--- config.mk ---
export PLATFORM = sky130hd
export DESIGN_NAME = imm_decode_stage_flat
export DESIGN_NICKNAME = d
export VERILOG_FILES = /design/src/rtl/imm_decode_if.sv /design/src/rtl/imm_decode_stage.sv /design/src/flat_wrapper.sv
export SDC_FILE = /design/constraint.sdc
export NUM_CORES = 1
export LEC_CHECK = 0
export ABC_AREA = 1
export CAP_MARGIN = 0
export CELL_PAD_IN_SITES_DETAIL_PLACEMENT = 0
export CELL_PAD_IN_SITES_GLOBAL_PLACEMENT = 2
export CORE_ASPECT_RATIO = 0.9
export CORE_UTILIZATION = 34
export CTS_CLUSTER_SIZE = 25
export DETAILED_ROUTE_END_ITERATION = 8
export GPL_ROUTABILITY_DRIVEN = 0
export PLACE_DENSITY = 0.81
export SETUP_SLACK_MARGIN = 0.5
export SYNTH_ARGS = -nofsm -noshare
export SYNTH_HDL_FRONTEND = slang
export SYNTH_SLANG_ARGS = --single-unit
--- constraint.sdc ---
create_clock -name clk -period 22.9 [get_ports clk]
set_input_delay 3.435 -clock clk [delete_from_list [all_inputs] [get_ports clk]]
set_output_delay 3.435 -clock clk [all_outputs]
set_load 0.02 [all_outputs]
--- src/rtl/imm_decode_if.sv ---
// Handshake bundle between fetch, the immediate-decode stage and execute.
// The master side offers instructions and accepts results; the slave side
// is the decode stage itself.
interface imm_decode_if #(
  parameter int XLEN = 32
) ();
  logic            in_valid;
  logic            in_ready;
  logic [31:0]     in_ir;
  logic [XLEN-1:0] in_pc;
  logic            out_valid;
  logic            out_ready;
  logic [31:0]     out_ir;
  logic [XLEN-1:0] out_pc;
  logic [XLEN-1:0] out_imm;
  logic [2:0]      out_fmt;
  logic            out_illegal;

  modport master (
    output in_valid, in_ir, in_pc, out_ready,
    input  in_ready, out_valid, out_ir, out_pc, out_imm, out_fmt, out_illegal
  );

  modport slave (
    input  in_valid, in_ir, in_pc, out_ready,
    output in_ready, out_valid, out_ir, out_pc, out_imm, out_fmt, out_illegal
  );
endinterface

--- src/rtl/imm_decode_stage.sv ---
// Registered RV32I/RV64I immediate-generation stage. The immediate, format
// code and illegal flag are decoded combinationally from the incoming word
// and captured with it into a 2-entry skid buffer (head + skid), so in_ready
// is a pure register and the stage sustains one instruction per cycle.
module imm_decode_stage #(
  parameter int XLEN     = 32,
  parameter bit FLUSH_EN = 1'b1
) (
  input  logic         clk,
  input  logic         rst,
  input  logic         flush,
  imm_decode_if.slave  bus
);

  localparam logic [2:0] FMT_R     = 3'd0;
  localparam logic [2:0] FMT_I     = 3'd1;
  localparam logic [2:0] FMT_S     = 3'd2;
  localparam logic [2:0] FMT_B     = 3'd3;
  localparam logic [2:0] FMT_U     = 3'd4;
  localparam logic [2:0] FMT_J     = 3'd5;
  localparam logic [2:0] FMT_SHAMT = 3'd6;
  localparam logic [2:0] FMT_NONE  = 3'd7;

  localparam logic [6:0] OPC_LUI    = 7'b0110111;
  localparam logic [6:0] OPC_AUIPC  = 7'b0010111;
  localparam logic [6:0] OPC_JAL    = 7'b1101111;
  localparam logic [6:0] OPC_JALR   = 7'b1100111;
  localparam logic [6:0] OPC_BRANCH = 7'b1100011;
  localparam logic [6:0] OPC_LOAD   = 7'b0000011;
  localparam logic [6:0] OPC_STORE  = 7'b0100011;
  localparam logic [6:0] OPC_OPIMM  = 7'b0010011;
  localparam logic [6:0] OPC_OP     = 7'b0110011;
  localparam logic [6:0] OPC_MISC   = 7'b0001111;

  typedef enum logic [1:0] {
    ST_EMPTY = 2'd0,
    ST_ONE   = 2'd1,
    ST_TWO   = 2'd2
  } state_e;

  // Widen a 32-bit sign-correct immediate to XLEN by replicating bit 31.
  function automatic logic [XLEN-1:0] sext32(input logic [31:0] v);
    return XLEN'($signed(v));
  endfunction

  // Widen a small unsigned field (shift amount) to XLEN with zeros.
  function automatic logic [XLEN-1:0] zext32(input logic [31:0] v);
    return XLEN'(v);
  endfunction

  logic [31:0] ir;
  logic [6:0]  opcode;
  logic [2:0]  funct3;
  logic [6:0]  funct7;

  logic [XLEN-1:0] imm_i_d, imm_s_d, imm_b_d, imm_u_d, imm_j_d;
  logic [XLEN-1:0] dec_imm_d;
  logic [2:0]      dec_fmt_d;
  logic            dec_ill_d;

  state_e state_q, state_d;
  logic   in_ready_q, out_valid_q;
  logic   accept, emit, flush_now;
  logic   take_new_d, take_skid_d, fill_skid_d;

  logic [31:0]     out_ir_q, skid_ir_q;
  logic [XLEN-1:0] out_pc_q, skid_pc_q;
  logic [XLEN-1:0] out_imm_q, skid_imm_q;
  logic [2:0]      out_fmt_q, skid_fmt_q;
  logic            out_illegal_q, skid_illegal_q;

  assign ir     = bus.in_ir;
  assign opcode = ir[6:0];
  assign funct3 = ir[14:12];
  assign funct7 = ir[31:25];

  assign imm_i_d = sext32({{20{ir[31]}}, ir[31:20]});
  assign imm_s_d = sext32({{20{ir[31]}}, ir[31:25], ir[11:7]});
  assign imm_b_d = sext32({{19{ir[31]}}, ir[31], ir[7], ir[30:25], ir[11:8], 1'b0});
  assign imm_u_d = sext32({ir[31:12], 12'b0});
  assign imm_j_d = sext32({{11{ir[31]}}, ir[31], ir[19:12], ir[20], ir[30:21], 1'b0});

  // Decode format, immediate and legality of the word currently offered.
  always_comb begin
    dec_imm_d = '0;
    dec_fmt_d = FMT_NONE;
    dec_ill_d = 1'b0;
    case (opcode)
      OPC_LUI, OPC_AUIPC: begin
        dec_fmt_d = FMT_U;
        dec_imm_d = imm_u_d;
      end
      OPC_JAL: begin
        dec_fmt_d = FMT_J;
        dec_imm_d = imm_j_d;
      end
      OPC_JALR: begin
        dec_fmt_d = FMT_I;
        dec_imm_d = imm_i_d;
        dec_ill_d = (funct3 != 3'b000);
      end
      OPC_BRANCH: begin
        dec_fmt_d = FMT_B;
        dec_imm_d = imm_b_d;
        dec_ill_d = (funct3[2:1] == 2'b01);
      end
      OPC_LOAD: begin
        dec_fmt_d = FMT_I;
        dec_imm_d = imm_i_d;
        case (funct3)
          3'b000, 3'b001, 3'b010, 3'b100, 3'b101: dec_ill_d = 1'b0;
          3'b011, 3'b110:                         dec_ill_d = (XLEN != 64);
          default:                                dec_ill_d = 1'b1;
        endcase
      end
      OPC_STORE: begin
        dec_fmt_d = FMT_S;
        dec_imm_d = imm_s_d;
        case (funct3)
          3'b000, 3'b001, 3'b010: dec_ill_d = 1'b0;
          3'b011:                 dec_ill_d = (XLEN != 64);
          default:                dec_ill_d = 1'b1;
        endcase
      end
      OPC_OPIMM: begin
        if (funct3 == 3'b001 || funct3 == 3'b101) begin
          // Shifts: RV64 borrows funct7[0] as shamt[5].
          dec_fmt_d = FMT_SHAMT;
          if (XLEN == 64) begin
            dec_imm_d = zext32({26'b0, ir[25:20]});
            dec_ill_d = !((ir[31:26] == 6'b000000) ||
                          (ir[31:26] == 6'b010000 && funct3 == 3'b101));
          end else begin
            dec_imm_d = zext32({27'b0, ir[24:20]});
            dec_ill_d = !((funct7 == 7'b0000000) ||
                          (funct7 == 7'b0100000 && funct3 == 3'b101));
          end
        end else begin
          dec_fmt_d = FMT_I;
          dec_imm_d = imm_i_d;
        end
      end
      OPC_OP: begin
        dec_fmt_d = FMT_R;
        dec_ill_d = !((funct7 == 7'b0000000) ||
                      (funct7 == 7'b0100000 && (funct3 == 3'b000 || funct3 == 3'b101)));
      end
      OPC_MISC: begin
        // FENCE (000) and FENCE.I (001) only.
        dec_fmt_d = FMT_NONE;
        dec_ill_d = (funct3[2:1] != 2'b00);
      end
      default: dec_ill_d = 1'b1;
    endcase
    if (dec_ill_d) begin
      dec_imm_d = '0;
      dec_fmt_d = FMT_NONE;
    end
  end

  assign flush_now = FLUSH_EN && flush;
  assign accept    = bus.in_valid && in_ready_q;
  assign emit      = out_valid_q && bus.out_ready;

  // Occupancy next-state and which buffer slot loads this cycle.
  always_comb begin
    state_d     = state_q;
    take_new_d  = 1'b0;
    take_skid_d = 1'b0;
    fill_skid_d = 1'b0;
    if (flush_now) begin
      state_d = ST_EMPTY;
    end else begin
      case (state_q)
        ST_EMPTY: begin
          if (accept) begin
            state_d    = ST_ONE;
            take_new_d = 1'b1;
          end
        end
        ST_ONE: begin
          if (accept && emit) begin
            take_new_d = 1'b1;
          end else if (accept) begin
            state_d     = ST_TWO;
            fill_skid_d = 1'b1;
          end else if (emit) begin
            state_d = ST_EMPTY;
          end
        end
        ST_TWO: begin
          if (emit) begin
            state_d     = ST_ONE;
            take_skid_d = 1'b1;
          end
        end
        default: state_d = ST_EMPTY;
      endcase
    end
  end

  // Occupancy state plus registered in_ready / out_valid derived from it.
  always_ff @(posedge clk or posedge rst) begin
    if (rst) begin
      state_q     <= ST_EMPTY;
      in_ready_q  <= 1'b1;
      out_valid_q <= 1'b0;
    end else begin
      state_q     <= state_d;
      in_ready_q  <= (state_d != ST_TWO);
      out_valid_q <= (state_d != ST_EMPTY);
    end
  end

  // Head entry: loads a fresh decode or promotes the skid entry.
  always_ff @(posedge clk or posedge rst) begin
    if (rst) begin
      out_ir_q      <= '0;
      out_pc_q      <= '0;
      out_imm_q     <= '0;
      out_fmt_q     <= FMT_NONE;
      out_illegal_q <= 1'b0;
    end else if (take_new_d) begin
      out_ir_q      <= bus.in_ir;
      out_pc_q      <= bus.in_pc;
      out_imm_q     <= dec_imm_d;
      out_fmt_q     <= dec_fmt_d;
      out_illegal_q <= dec_ill_d;
    end else if (take_skid_d) begin
      out_ir_q      <= skid_ir_q;
      out_pc_q      <= skid_pc_q;
      out_imm_q     <= skid_imm_q;
      out_fmt_q     <= skid_fmt_q;
      out_illegal_q <= skid_illegal_q;
    end
  end

  // Skid entry: catches the word accepted while the head is stalled.
  always_ff @(posedge clk) begin
    if (fill_skid_d) begin
      skid_ir_q      <= bus.in_ir;
      skid_pc_q      <= bus.in_pc;
      skid_imm_q     <= dec_imm_d;
      skid_fmt_q     <= dec_fmt_d;
      skid_illegal_q <= dec_ill_d;
    end
  end

  assign bus.in_ready    = in_ready_q;
  assign bus.out_valid   = out_valid_q;
  assign bus.out_ir      = out_ir_q;
  assign bus.out_pc      = out_pc_q;
  assign bus.out_imm     = out_imm_q;
  assign bus.out_fmt     = out_fmt_q;
  assign bus.out_illegal = out_illegal_q;

endmodule

--- src/flat_wrapper.sv ---
// flat-port wrapper written by rule: the top's interface ports become plain ports
module imm_decode_stage_flat 
#(
  parameter int XLEN     = 32,
  parameter bit FLUSH_EN = 1'b1
)
  (clk, rst, flush, bus_in_valid, bus_in_ir, bus_in_pc, bus_out_ready, bus_in_ready, bus_out_valid, bus_out_ir, bus_out_pc, bus_out_imm, bus_out_fmt, bus_out_illegal);
  imm_decode_if #(.XLEN(XLEN)) bus_i ();
  input  logic clk;
  input  logic rst;
  input  logic flush;
  input wire logic [$bits(bus_i.in_valid)-1:0] bus_in_valid;
  input wire logic [$bits(bus_i.in_ir)-1:0] bus_in_ir;
  input wire logic [$bits(bus_i.in_pc)-1:0] bus_in_pc;
  input wire logic [$bits(bus_i.out_ready)-1:0] bus_out_ready;
  output wire logic [$bits(bus_i.in_ready)-1:0] bus_in_ready;
  output wire logic [$bits(bus_i.out_valid)-1:0] bus_out_valid;
  output wire logic [$bits(bus_i.out_ir)-1:0] bus_out_ir;
  output wire logic [$bits(bus_i.out_pc)-1:0] bus_out_pc;
  output wire logic [$bits(bus_i.out_imm)-1:0] bus_out_imm;
  output wire logic [$bits(bus_i.out_fmt)-1:0] bus_out_fmt;
  output wire logic [$bits(bus_i.out_illegal)-1:0] bus_out_illegal;
  assign bus_i.in_valid = bus_in_valid;
  assign bus_i.in_ir = bus_in_ir;
  assign bus_i.in_pc = bus_in_pc;
  assign bus_i.out_ready = bus_out_ready;
  assign bus_in_ready = bus_i.in_ready;
  assign bus_out_valid = bus_i.out_valid;
  assign bus_out_ir = bus_i.out_ir;
  assign bus_out_pc = bus_i.out_pc;
  assign bus_out_imm = bus_i.out_imm;
  assign bus_out_fmt = bus_i.out_fmt;
  assign bus_out_illegal = bus_i.out_illegal;
  imm_decode_stage #(.XLEN(XLEN), .FLUSH_EN(FLUSH_EN)) u_core (.clk(clk), .rst(rst), .flush(flush), .bus(bus_i));
endmodule
# After elaboration in Yosys (flattened, before gate mapping)
# Cells that the tools add are included.
# totals
ff_bits,204
in_bits,69
out_inout_bits,102
word_cells,92
# op_classes
n_eq_ne,19
n_mux,37
reduce_logical,23
# ops
cell,count
32-bit 2-to-1 mux,8
32-bit one-hot mux with 6 select lines,1
"7-bit by 6-bit equality test with 1-bit output, second input constant",4
"7-bit equality test, second input constant",3
3-bit one-hot mux with 7 select lines,1
"7-bit by 5-bit equality test with 1-bit output, second input constant",2
1-bit 2-to-1 mux,14
2-bit 2-to-1 mux,6
3-bit 2-to-1 mux,4
1-bit one-hot mux with 8 select lines,1
"7-bit by 2-bit equality test with 1-bit output, second input constant",1
"7-bit by 4-bit equality test with 1-bit output, second input constant",1
7-bit logical NOT,1
"3-bit equality test, second input constant",2
2-bit one-hot mux with 3 select lines,1
2-bit nonzero test,3
3-bit OR reduction,2
1-bit logical AND,5
5-bit OR reduction,1
"2-bit by 1-bit equality test with 1-bit output, second input constant",2
1-bit logical OR,4
2-bit OR reduction,2
"3-bit by 1-bit equality test with 1-bit output, second input constant",1
"3-bit by 2-bit equality test with 1-bit output, second input constant",1
other kinds (7),8

# Logic depth before layout (Yosys ltp)
# logic_depth
word_depth,8
ltp_mapped,14
mapped_depth_nobuf,13

# Least setup slack after synthesis
# No wires, ideal clock.
# synth_timing
kind,input to register
from,input port flush
to,register u_core.skid_fmt_q[0] (enable)
setup_time_ns,0.819
arrival_time_ns,13.232
required_ns,22.081
slack_ns,8.850
stages,1
path_buffers,0
cell_sequence,nor4_1
# synth_between
elab_chain_len,1
# synth_rtl
item,line_no,rtl
from (decl),flat_wrapper.sv:11,input logic flush;
1-bit 2-to-1 mux,imm_decode_stage.sv:171,if (flush_now) begin
to (signal assigned),imm_decode_stage.sv:244,skid_fmt_q <= dec_fmt_d;
to (decl),imm_decode_stage.sv:69,"logic [2:0] out_fmt_q, skid_fmt_q;"
# No other way between the ends.
# A chain may end at the register's enable or synchronous reset.

# Final worst setup path
# layout_timing
from,input port bus_in_ir[1]
to,register u_core.skid_imm_q[7] (data pin)
# layout_between
elab_chain_len,4
word_cells_on_any_way,16
classes_between,eq/ne: 10; mux: 3; reduce/logical: 3
# layout_rtl
item,line_no,rtl
from (decl),flat_wrapper.sv:13,input wire logic [$bits(bus_i.in_ir)-1:0] bus_in_ir;
"7-bit by 6-bit equality test with 1-bit output, or another cell as far along",imm_decode_stage.sv:88,case (opcode)
3-bit OR reduction (no source line),n/a,
1-bit one-hot mux with 8 select lines *,imm_decode_stage.sv:88,
net u_core.dec_ill_d,imm_decode_stage.sv:59,logic dec_ill_d;
32-bit 2-to-1 mux *,imm_decode_stage.sv:155,if (dec_ill_d) begin
net u_core.dec_imm_d[7],imm_decode_stage.sv:57,logic [XLEN-1:0] dec_imm_d;
to (signal assigned),imm_decode_stage.sv:243,skid_imm_q <= dec_imm_d;
to (decl),imm_decode_stage.sv:68,"logic [XLEN-1:0] out_imm_q, skid_imm_q;"
# Mark *: on every way through the listed nets, which the timed path passes. The rest lies on a longest branch.

==> summary.md <==
| Metric | Value |
|---|---|
| Unique masters post-synth | 32 |
| YS warnings | 0 |
| Die extent in x | 172 um |
| Xor and xnor area share after synthesis | 0% |
| WL final | 24.8 mm |
| Slew @ Worst Pin | 1.11 ns |
| Relative slew slack | 25.8% |
| Synth Flop Type | edfxtp_1 |
| CP arrival | 6.31 ns |
| Multiplexer share of the synthesized area | 0% |
| Skew final | 0.00909 ns |
| Fmax achieved | 167 MHz |
| Power Dens Cells | 98.5 nW/um^2 |
| Starting Density | 35.0% |
| DRT iter0 DRCs | 572 |
| Final hold viol count | 0 |
| Crit-path max FO | 41 |
| CP Launch Type | primary input |
| Clock Root Buffer | clkbuf_16 |
| Htree depth | 1 |
| Largest family of logic cells by synthesized area | simple AND/OR/NAND/NOR gates |
| Sequential share of the synthesized area | 63.2% |
| Post-synthesis register bit count | 204 |
| Initial antenna violation count | 0 |
| Min Clock Period, post-route | 5.98 ns |
| Post-synthesis simple-gate area fraction | 21.4% |
| Final net count | 1,153 |
| RSZ-0062 raised after global routing | no |
| Area contributors post-synth | edfxtp_1 34%, dfrtp_1 28%, nand2_1 12% |
| Synthesis-to-finish area growth | 31.4% |
| CP Data Required Time | 23.23 ns |
| CTS Buf Count | 24 |
| DR DRC count | 0 |
| Final slew viol count | 0 |
| Synth area leader | edfxtp_1 |
| Avg Inst Size Synth | 9.56 sq um |
| First-pass GRT wire length | 38.8 mm |
| Status | completed |
| Leakage | 5.33 nW |
| Number of I/O pins | 171 |
| Iteration count of the initial detailed-routing pass | 5 |
| Area fraction of the dominant cell type after synthesis | 33.8% |
| ANT cells | 0 |
| Port Buf Inserts | 170 |
| CTS clk-pin slew, worst paths | 0.06 ns |
| Area after DPL | 10,900 sq um |
| Number of global-route vias before repair | 6,692 |
| TritonCTS clock tree | yes |
| WHS Path Cells | 2 |
| Final Cell Area | 11,700 sq um |
| Rows | 55 |
| Hold WS | 0.475 ns |
| Clk_lat worst skew | 0.51 ns |
| Path type of the worst min-delay path | flop to flop |
| Peak supply drop | 0.0591 mV |
| Wire length per cell | 17.2 um |
| Number of max-cap violations | 0 |
| Type of the worst setup path | primary input to flop |
| Die H | 155 um |
| Ys async rst share | 51.0% |
| Synth Area in Adders | 0% |
| CTS Sinks | 204 |
| Detail Route Antenna Nets | 0 |
| Syn nets | 998 |
| Largest net degree at the start of global routing | 89 |
| Final Setup Violations | 0 |
| Most frequent cell after synthesis | nand2_1 |
| Synth Instances | 929 |
| Post-CTS resize count | 0 |
| Compound-cell area share of the yosys netlist | 8.88% |
| Via Count | 6,964 |
| Vias per inst | 4.82 |
| Gr ovfl total | 0 |
| Max clock buf depth | 3 |
| Final core area utilization | 46.0% |
| Setup tns final | 0 ns |
| Setup crit end kind | flop |
| Share of layout cells above drive strength 1 | 7.35% |
| R2r worst-path depth | 7 |
| HPWL Detailed | 15.4 mm |
| Die area | 26,800 sq um |
| Final worst-path cycle share | 26.1% |
| Number of flops mapped to enable cells by yosys | 100 |
| Commonest cells in the netlist | 289 x nand2_1, 100 x dfrtp_1, 100 x edfxtp_1 |
| Core Area | 25,400 sq um |
| Synth Cell Area | 8880 sq um |
| CTS hold repair buffers | 0 |
| GRT Util Overall | 18.7% |
| # Post-CTS Setup Buffers | 0 |
per-layer routing:
metal	GRT usage (%)	vias up	routed length [um]
li1	-	3405	-
met5	0	-	0
met1	27.3	3359	12100
met4	4.30	0	433
met2	28.9	169	11100
met3	3.05	31	1120
through the flow:
| stage | setup WS (ns) | total power [mW] | instances |
|---|---|---|---|
| after floorplan | 8.85 | 0.627 | 929 |
| after global placement | 16.54 | 0.774 | 1400 |
| after detailed placement | 16.40 | 0.775 | 1400 |
| after CTS | 16.95 | 1.17 | 1444 |
| after global routing | 16.60 | 1.21 | 1444 |
| final | 16.92 | 1.15 | 1444 |
where the power goes:
group	switching [mW]	total (mW)	internal [mW]	leakage (nW)
Clock	0.150	0.384	0.235	0.397
Combinational	0.159	0.293	0.134	2.73
Sequential	0.0298	0.472	0.442	2.21
Total	0.339	1.15	0.810	5.33
layout make-up:
cell class,instances,area (sq um)
fillers,2435,13700
flip-flops and latches,204,5610
multi-input cells,582,2710
repair buffers,177,1750
clock buffers,33,696
well taps,342,428
inverters,95,360
clock inverters,11,109
critical path, stage by stage:
cell	delay, ns
clkdlybuf4s50_1	0.51
nand2_1	0.22
nor2_4	0.30
nand2_1	0.18
nand2_1	0.10
nor2_1	0.04
nand2_1	0.06
nand2_1	0.07
nor2_4	0.83
inv_1	0.27
nor3_1	0.25
registers in the layout, indices dropped and copies added, names as in the netlist:
signal / count
u_core.bus.out_pc: 32
u_core.bus.out_ir: 32
u_core.bus.out_imm: 32
u_core.state_q: 2
u_core.skid_fmt_q: 3
u_core.bus.in_ready: 1
u_core.skid_pc_q: 32
u_core.skid_imm_q: 32
u_core.skid_illegal_q: 1
u_core.bus.out_illegal: 1
u_core.bus.out_valid: 1
u_core.skid_ir_q: 32
u_core.bus.out_fmt: 3
final timing paths:
| check | endpoint | startpoint | slack (ns) |
|---|---|---|---|
| worst max register to register | u_core.bus.out_imm[21] | u_core.state_q[1] | 20.42 |
| max in group asynchronous | u_core.bus.out_ir[9] | rst | 18.24 |
| worst max-delay path | u_core.skid_imm_q[7] | bus_in_ir[1] | 16.92 |
| worst min register to register | u_core.bus.out_ir[22] | u_core.skid_ir_q[22] | 0.47 |
| min in group asynchronous | u_core.bus.out_ir[2] | rst | 3.35 |
| worst min-delay path | u_core.bus.out_ir[22] | u_core.skid_ir_q[22] | 0.47 |
cells in the final DEF (no fill, tap or decap), types with 6 or more instances in the layout:
| cell | n |
|---|---|
| clkbuf_16 | 25 |
| inv_2 | 6 |
| nor2_1 | 30 |
| a21oi_1 | 54 |
| o211ai_1 | 15 |
| buf_4 | 7 |
| inv_1 | 86 |
| edfxtp_1 | 100 |
| nand2_2 | 12 |
| dfrtp_1 | 100 |
| clkdlybuf4s50_1 | 170 |
| nand2_1 | 287 |
| clkinv_2 | 6 |
| nand3_1 | 98 |
| a22oi_1 | 30 |
| o21ai_0 | 29 |
cells by family after synthesis:
kind of cell	after synthesis
and+or+nand+nor	449
DFF	204
AOI/OAI and AO/OA	133
buffers and inverters	143
Power figures use the tool's default switching activity.
==> patch 1: new RTL, config.mk and constraints unchanged <==
Make the reset (`rst`) synchronous in 2 clocked blocks.
--- a/src/rtl/imm_decode_stage.sv
+++ b/src/rtl/imm_decode_stage.sv
@@ -201,5 +201,5 @@
 
   // Occupancy state plus registered in_ready / out_valid derived from it.
-  always_ff @(posedge clk or posedge rst) begin
+  always_ff @(posedge clk) begin
     if (rst) begin
       state_q     <= ST_EMPTY;
@@ -214,5 +214,5 @@
 
   // Head entry: loads a fresh decode or promotes the skid entry.
-  always_ff @(posedge clk or posedge rst) begin
+  always_ff @(posedge clk) begin
     if (rst) begin
       out_ir_q      <= '0;
Formal check against the unedited RTL: differs if rst is asserted again (counterexample within 4 cycles, from zero or initial values and one cycle with rst high); with rst held inactive, the same outputs for 4 cycles.
==> patch 1 against the unedited design <==
- sequential cell count unchanged
- sequential share of layout area fell by 2.5 points
- synthesized area is 4.6% lower
- hold slack lost 0.0031 ns
- maximum frequency is 4.1% higher
- worst setup slack better by 0.24 ns
- die area shrank 4.5%
- synthesized cell count is 3.4% higher
- design area fell by 4.5%
- routed wire length decreased by 4.9%
- via count decreased by 0.52%
Power is not compared: it rests on default switching activity, and its combinational part moved more than twofold at a synthesized area within 25%.
==> patch 1: results <==
[status]
outcome = finished, final reports clean

[critical_path]
crit_path_top_delay_cell = buf_4
crit_arrival_ns = 5.87
timing.rr.end = u_core.skid_imm_q[19]
rr_worst_depth = 6
path_max_fanout = 72
cpPeakStageDelay_ns = 0.88
crit_family = buffers and inverters
crit_path_start = bus_in_valid
timing.rr.start = u_core.bus.out_valid
r2r_setup_slack_ns = 20.16

[yosys]
syn_nets = 1030
ys_top_cells_by_area = edfxtp_1, dfxtp_1, nand2_1, a31oi_1, nand3_1
netlist_top_cells_count = nand2_1, dfxtp_1, edfxtp_1
synth_flop_cell = dfxtp_1
synth_cell_types = 29
ys_seq_area_share_pct = 60.0
async_reset_ff_share_pct = 0

[clocking]
cts_resized = 0
post_cts_buffers = 0
cts_buffers = 23
clk_pin_slew_ns = 0.06
clkLatencyLatePin_ns = 0.51

[finish]
nets = 1179
diodes = 0
drive_gt1_share_pct = 7.28

[detailed_routing]
vias = 6928
drt_iter0_drc = 498
wl_per_cell_um = 16.4

[timing]
slew-limit-headroom_pct = 33.4
holdWs_ns = 0.472
finClkSkew_ns = 0.00778

[grt]
grt_max_degree = 79
grtUsageTotal_pct = 18.3
antenna_found_initial = 0
grt_pass1_wl_mm = 36.4
grt_pass1_vias = 6381

[placed_design]
place_area_um2 = 10400
dp_hpwl_mm = 14.7
portBuffers = 170

[power_and_ir_drop]
p_int_uw = 666
pwr-share-comb_pct = 10.3
comb-power_uw = 89.7

[min_path]
whs_endpoint = u_core.bus.out_ir[30]
hp-class = reg2reg
min-delay-start = u_core.bus.out_ir[30]
## patch 1: worst max path at each step
stage,end,slack (ns),cells past startpoint
after floorplan,u_core.skid_fmt_q[0],14.42,5
after global placement,u_core.skid_ir_q[15],16.60,7
after detailed placement,u_core.skid_ir_q[12],16.60,7
after CTS,u_core.skid_ir_q[17],17.13,7
after global routing,u_core.bus.out_ir[4],16.90,9
final,u_core.skid_imm_q[19],17.15,6
## patch 1: layer usage
layer | vias to the layer above | track usage [%] | part of all wire, %
met2 | 200 | 27.9 | 43
met1 | 3215 | 26.9 | 50
met5 | - | 0 | 0
met4 | 0 | 3.73 | 1.4
met3 | 26 | 3.27 | 5.5
li1 | 3487 | - | -
## patch 1: final cells by class
| cell class | instances | area, um2 |
|---|---|---|
| Fill cell | 2381 | 13200 |
| Sequential cell | 204 | 5080 |
| Multi-Input combinational cell | 650 | 2920 |
| Timing Repair Buffer | 178 | 1760 |
| Clock buffer | 37 | 741 |
| Tap cell | 308 | 385 |
| Inverter | 53 | 203 |
| Clock inverter | 5 | 53.8 |
## patch 1: worst reg2reg max path: cells and delay by family (launching register included)
kind          cells  cell delay (ns)
buf+inv           2             0.96
flops             1             0.32
simple gates      4             1.00
## patch 1: metrics by stage
| stage | instances | setup slack [ns] |
|---|---|---|
| after floorplan | 961 | 14.42 |
| after global placement | 1393 | 16.60 |
| after detailed placement | 1393 | 16.60 |
| after CTS | 1435 | 17.13 |
| after global routing | 1435 | 16.90 |
| final | 1435 | 17.15 |
## patch 1: logic make-up (layout without fill, tap and decap cells)
| logic type | Yosys count | count (layout) | share of synthesized area, % |
|---|---|---|---|
| AO/OA/AOI/OAI | 111 | 111 | 7.90 |
| AND/OR/NAND/NOR | 539 | 539 | 26.5 |
| buffers and inverters | 107 | 273 | 5.58 |
| flip-flops | 204 | 204 | 60.0 |
==> patch 2: new RTL, same flow settings <==
Without the edit above. `XLEN` is set to 32 in 3 places; all go to 64. Comments in the files are not updated.
--- a/src/rtl/imm_decode_if.sv
+++ b/src/rtl/imm_decode_if.sv
@@ -3,5 +3,5 @@
 // is the decode stage itself.
 interface imm_decode_if #(
-  parameter int XLEN = 32
+  parameter int XLEN = 64
 ) ();
   logic            in_valid;
--- a/src/rtl/imm_decode_stage.sv
+++ b/src/rtl/imm_decode_stage.sv
@@ -4,5 +4,5 @@
 // is a pure register and the stage sustains one instruction per cycle.
 module imm_decode_stage #(
-  parameter int XLEN     = 32,
+  parameter int XLEN     = 64,
   parameter bit FLUSH_EN = 1'b1
 ) (
--- a/src/flat_wrapper.sv
+++ b/src/flat_wrapper.sv
@@ -2,5 +2,5 @@
 module imm_decode_stage_flat 
 #(
-  parameter int XLEN     = 32,
+  parameter int XLEN     = 64,
   parameter bit FLUSH_EN = 1'b1
 )
Interface: changed (resized bus_in_pc, bus_out_imm and bus_out_pc); port bits go from 171 to 267. No check against the original RTL was run, so the function may have changed too.
==> patch 2 against the unedited design <==
- routed wire length rose by 40%
- clock power rose by 32%
- sequential share of layout area fell by 1.3 points
- sequential cell count rose by 64
- synthesized cell count rose by 30%
- maximum frequency fell by 7.4%
- synthesized area rose by 35%
- worst setup slack got worse by 0.48 ns
- power rose by 30%
- cell count rose by 31%
- design area rose by 35%
==> patch 2: results <==
[placed_design]
place_area_um2 = 14700
dp.cells = 1833
dp_hpwl_mm = 21.2

[critical_path]
cpPeakStageDelay_ns = 0.65
timing.rr.end = u_core.bus.out_pc[50]
rr_worst_depth = 8
r2r_setup_slack_ns = 19.44
timing.rr.start = u_core.bus.out_valid
crit_path_top_delay_cell = buf_4
crit_family = buffers and inverters
crit_arrival_ns = 6.93
path_max_fanout = 69

[power_and_ir_drop]
p_int_uw = 1050
p_leak_uw = 0.00642
ir_drop_uv = 53.7

[timing]
finClkSkew_ns = 0.0165
holdWs_ns = 0.489
slew-limit-headroom_pct = 36.4

[status]
outcome = finished, final reports clean

[yosys]
async_reset_ff_share_pct = 50.7
syn_nets = 1306
netlist_top_cells_count = nand3_1, nand2_1, dfrtp_1, edfxtp_1, o21ai_0
synth_edf_count = 132
postSynthCellCount = 1205
synth_cell_types = 35
ys_top_cells_by_area = edfxtp_1, dfrtp_1, nand3_1, nand2_1, o21ai_0
ys_seq_area_share_pct = 61.4

[clocking]
clk_path_buf_depth = 3
cts_buffers = 31
clkLatencyLatePin_ns = 0.56

[detailed_routing]
vias = 9281
wl_mm = 34.8
wl_per_cell_um = 18.4
drt_iter0_drc = 629
first_pass_iters = 5

[grt]
grt_pass1_vias = 9079
antenna_found_initial = 3
grt_max_degree = 134
grt_pass1_wl_mm = 55.3
grtUsageTotal_pct = 19.2

[finish]
area_growth_syn_to_layout_pct = 31.3
nets = 1505
fillers = 3248
drive_gt1_share_pct = 8.68

[min_path]
min-delay-start = u_core.skid_ir_q[21]
whs_endpoint = u_core.bus.out_ir[21]
[patch 2: changes by cell type after synthesis, sizes merged, moves of 32 or more]
cell	change
edfxtp	+32
nand2	-92
nor2	+66
dfrtp	+32
buf	+66
nand3	+131
o21ai	+82
[patch 2: power groups by stage]
stage / combinational (uW) / sequential (uW) / clock (uW)
4_1_cts: 376 / 623 / 519
2_1_floorplan: 111 / 704 / 0
3_5_place_dp: 375 / 632 / 0
3_3_place_gp: 372 / 632 / 0
5_1_grt: 399 / 631 / 538
6_report: 370 / 623 / 506
[patch 2: worst max-delay path by stage]
stage | end | slack (ns) | depth (start not counted)
after CTS | u_core.bus.out_pc[50] | 16.45 | 9
after global placement | u_core.bus.out_pc[47] | 15.94 | 9
after floorplan | u_core.bus.in_ready | 5.60 | 2
after detailed placement | u_core.bus.out_pc[55] | 15.85 | 9
after global routing | u_core.bus.out_pc[39] | 16.06 | 9
final | u_core.bus.out_pc[50] | 16.44 | 9
[patch 2: layer usage]
metal  track usage [%]  vias to the layer above  wire (um)
li1                  -                     4469          -
met1              28.3                     4470      16700
met2              29.0                      290      15200
met3              3.69                       48       2180
met4              4.55                        4        692
met5                 0                        -         31
[patch 2: kinds of logic after synthesis]
| family | Yosys count | share of synthesized area, % |
|---|---|---|
| buffers and inverters | 191 | 7.98 |
| AND/OR/NAND/NOR | 555 | 22.2 |
| AO/OA/AOI/OAI | 191 | 8.46 |
| flip-flops | 268 | 61.4 |
[patch 2: final cells by class]
type / count / share of cell area [%]
clock buffer: 43 / 5.65
clock inverter: 15 / 0.991
inverter: 83 / 2.09
multi-input combinational: 746 / 23.5
sequential: 268 / 46.7
tap: 462 / 3.66
timing repair buffer: 274 / 17.3
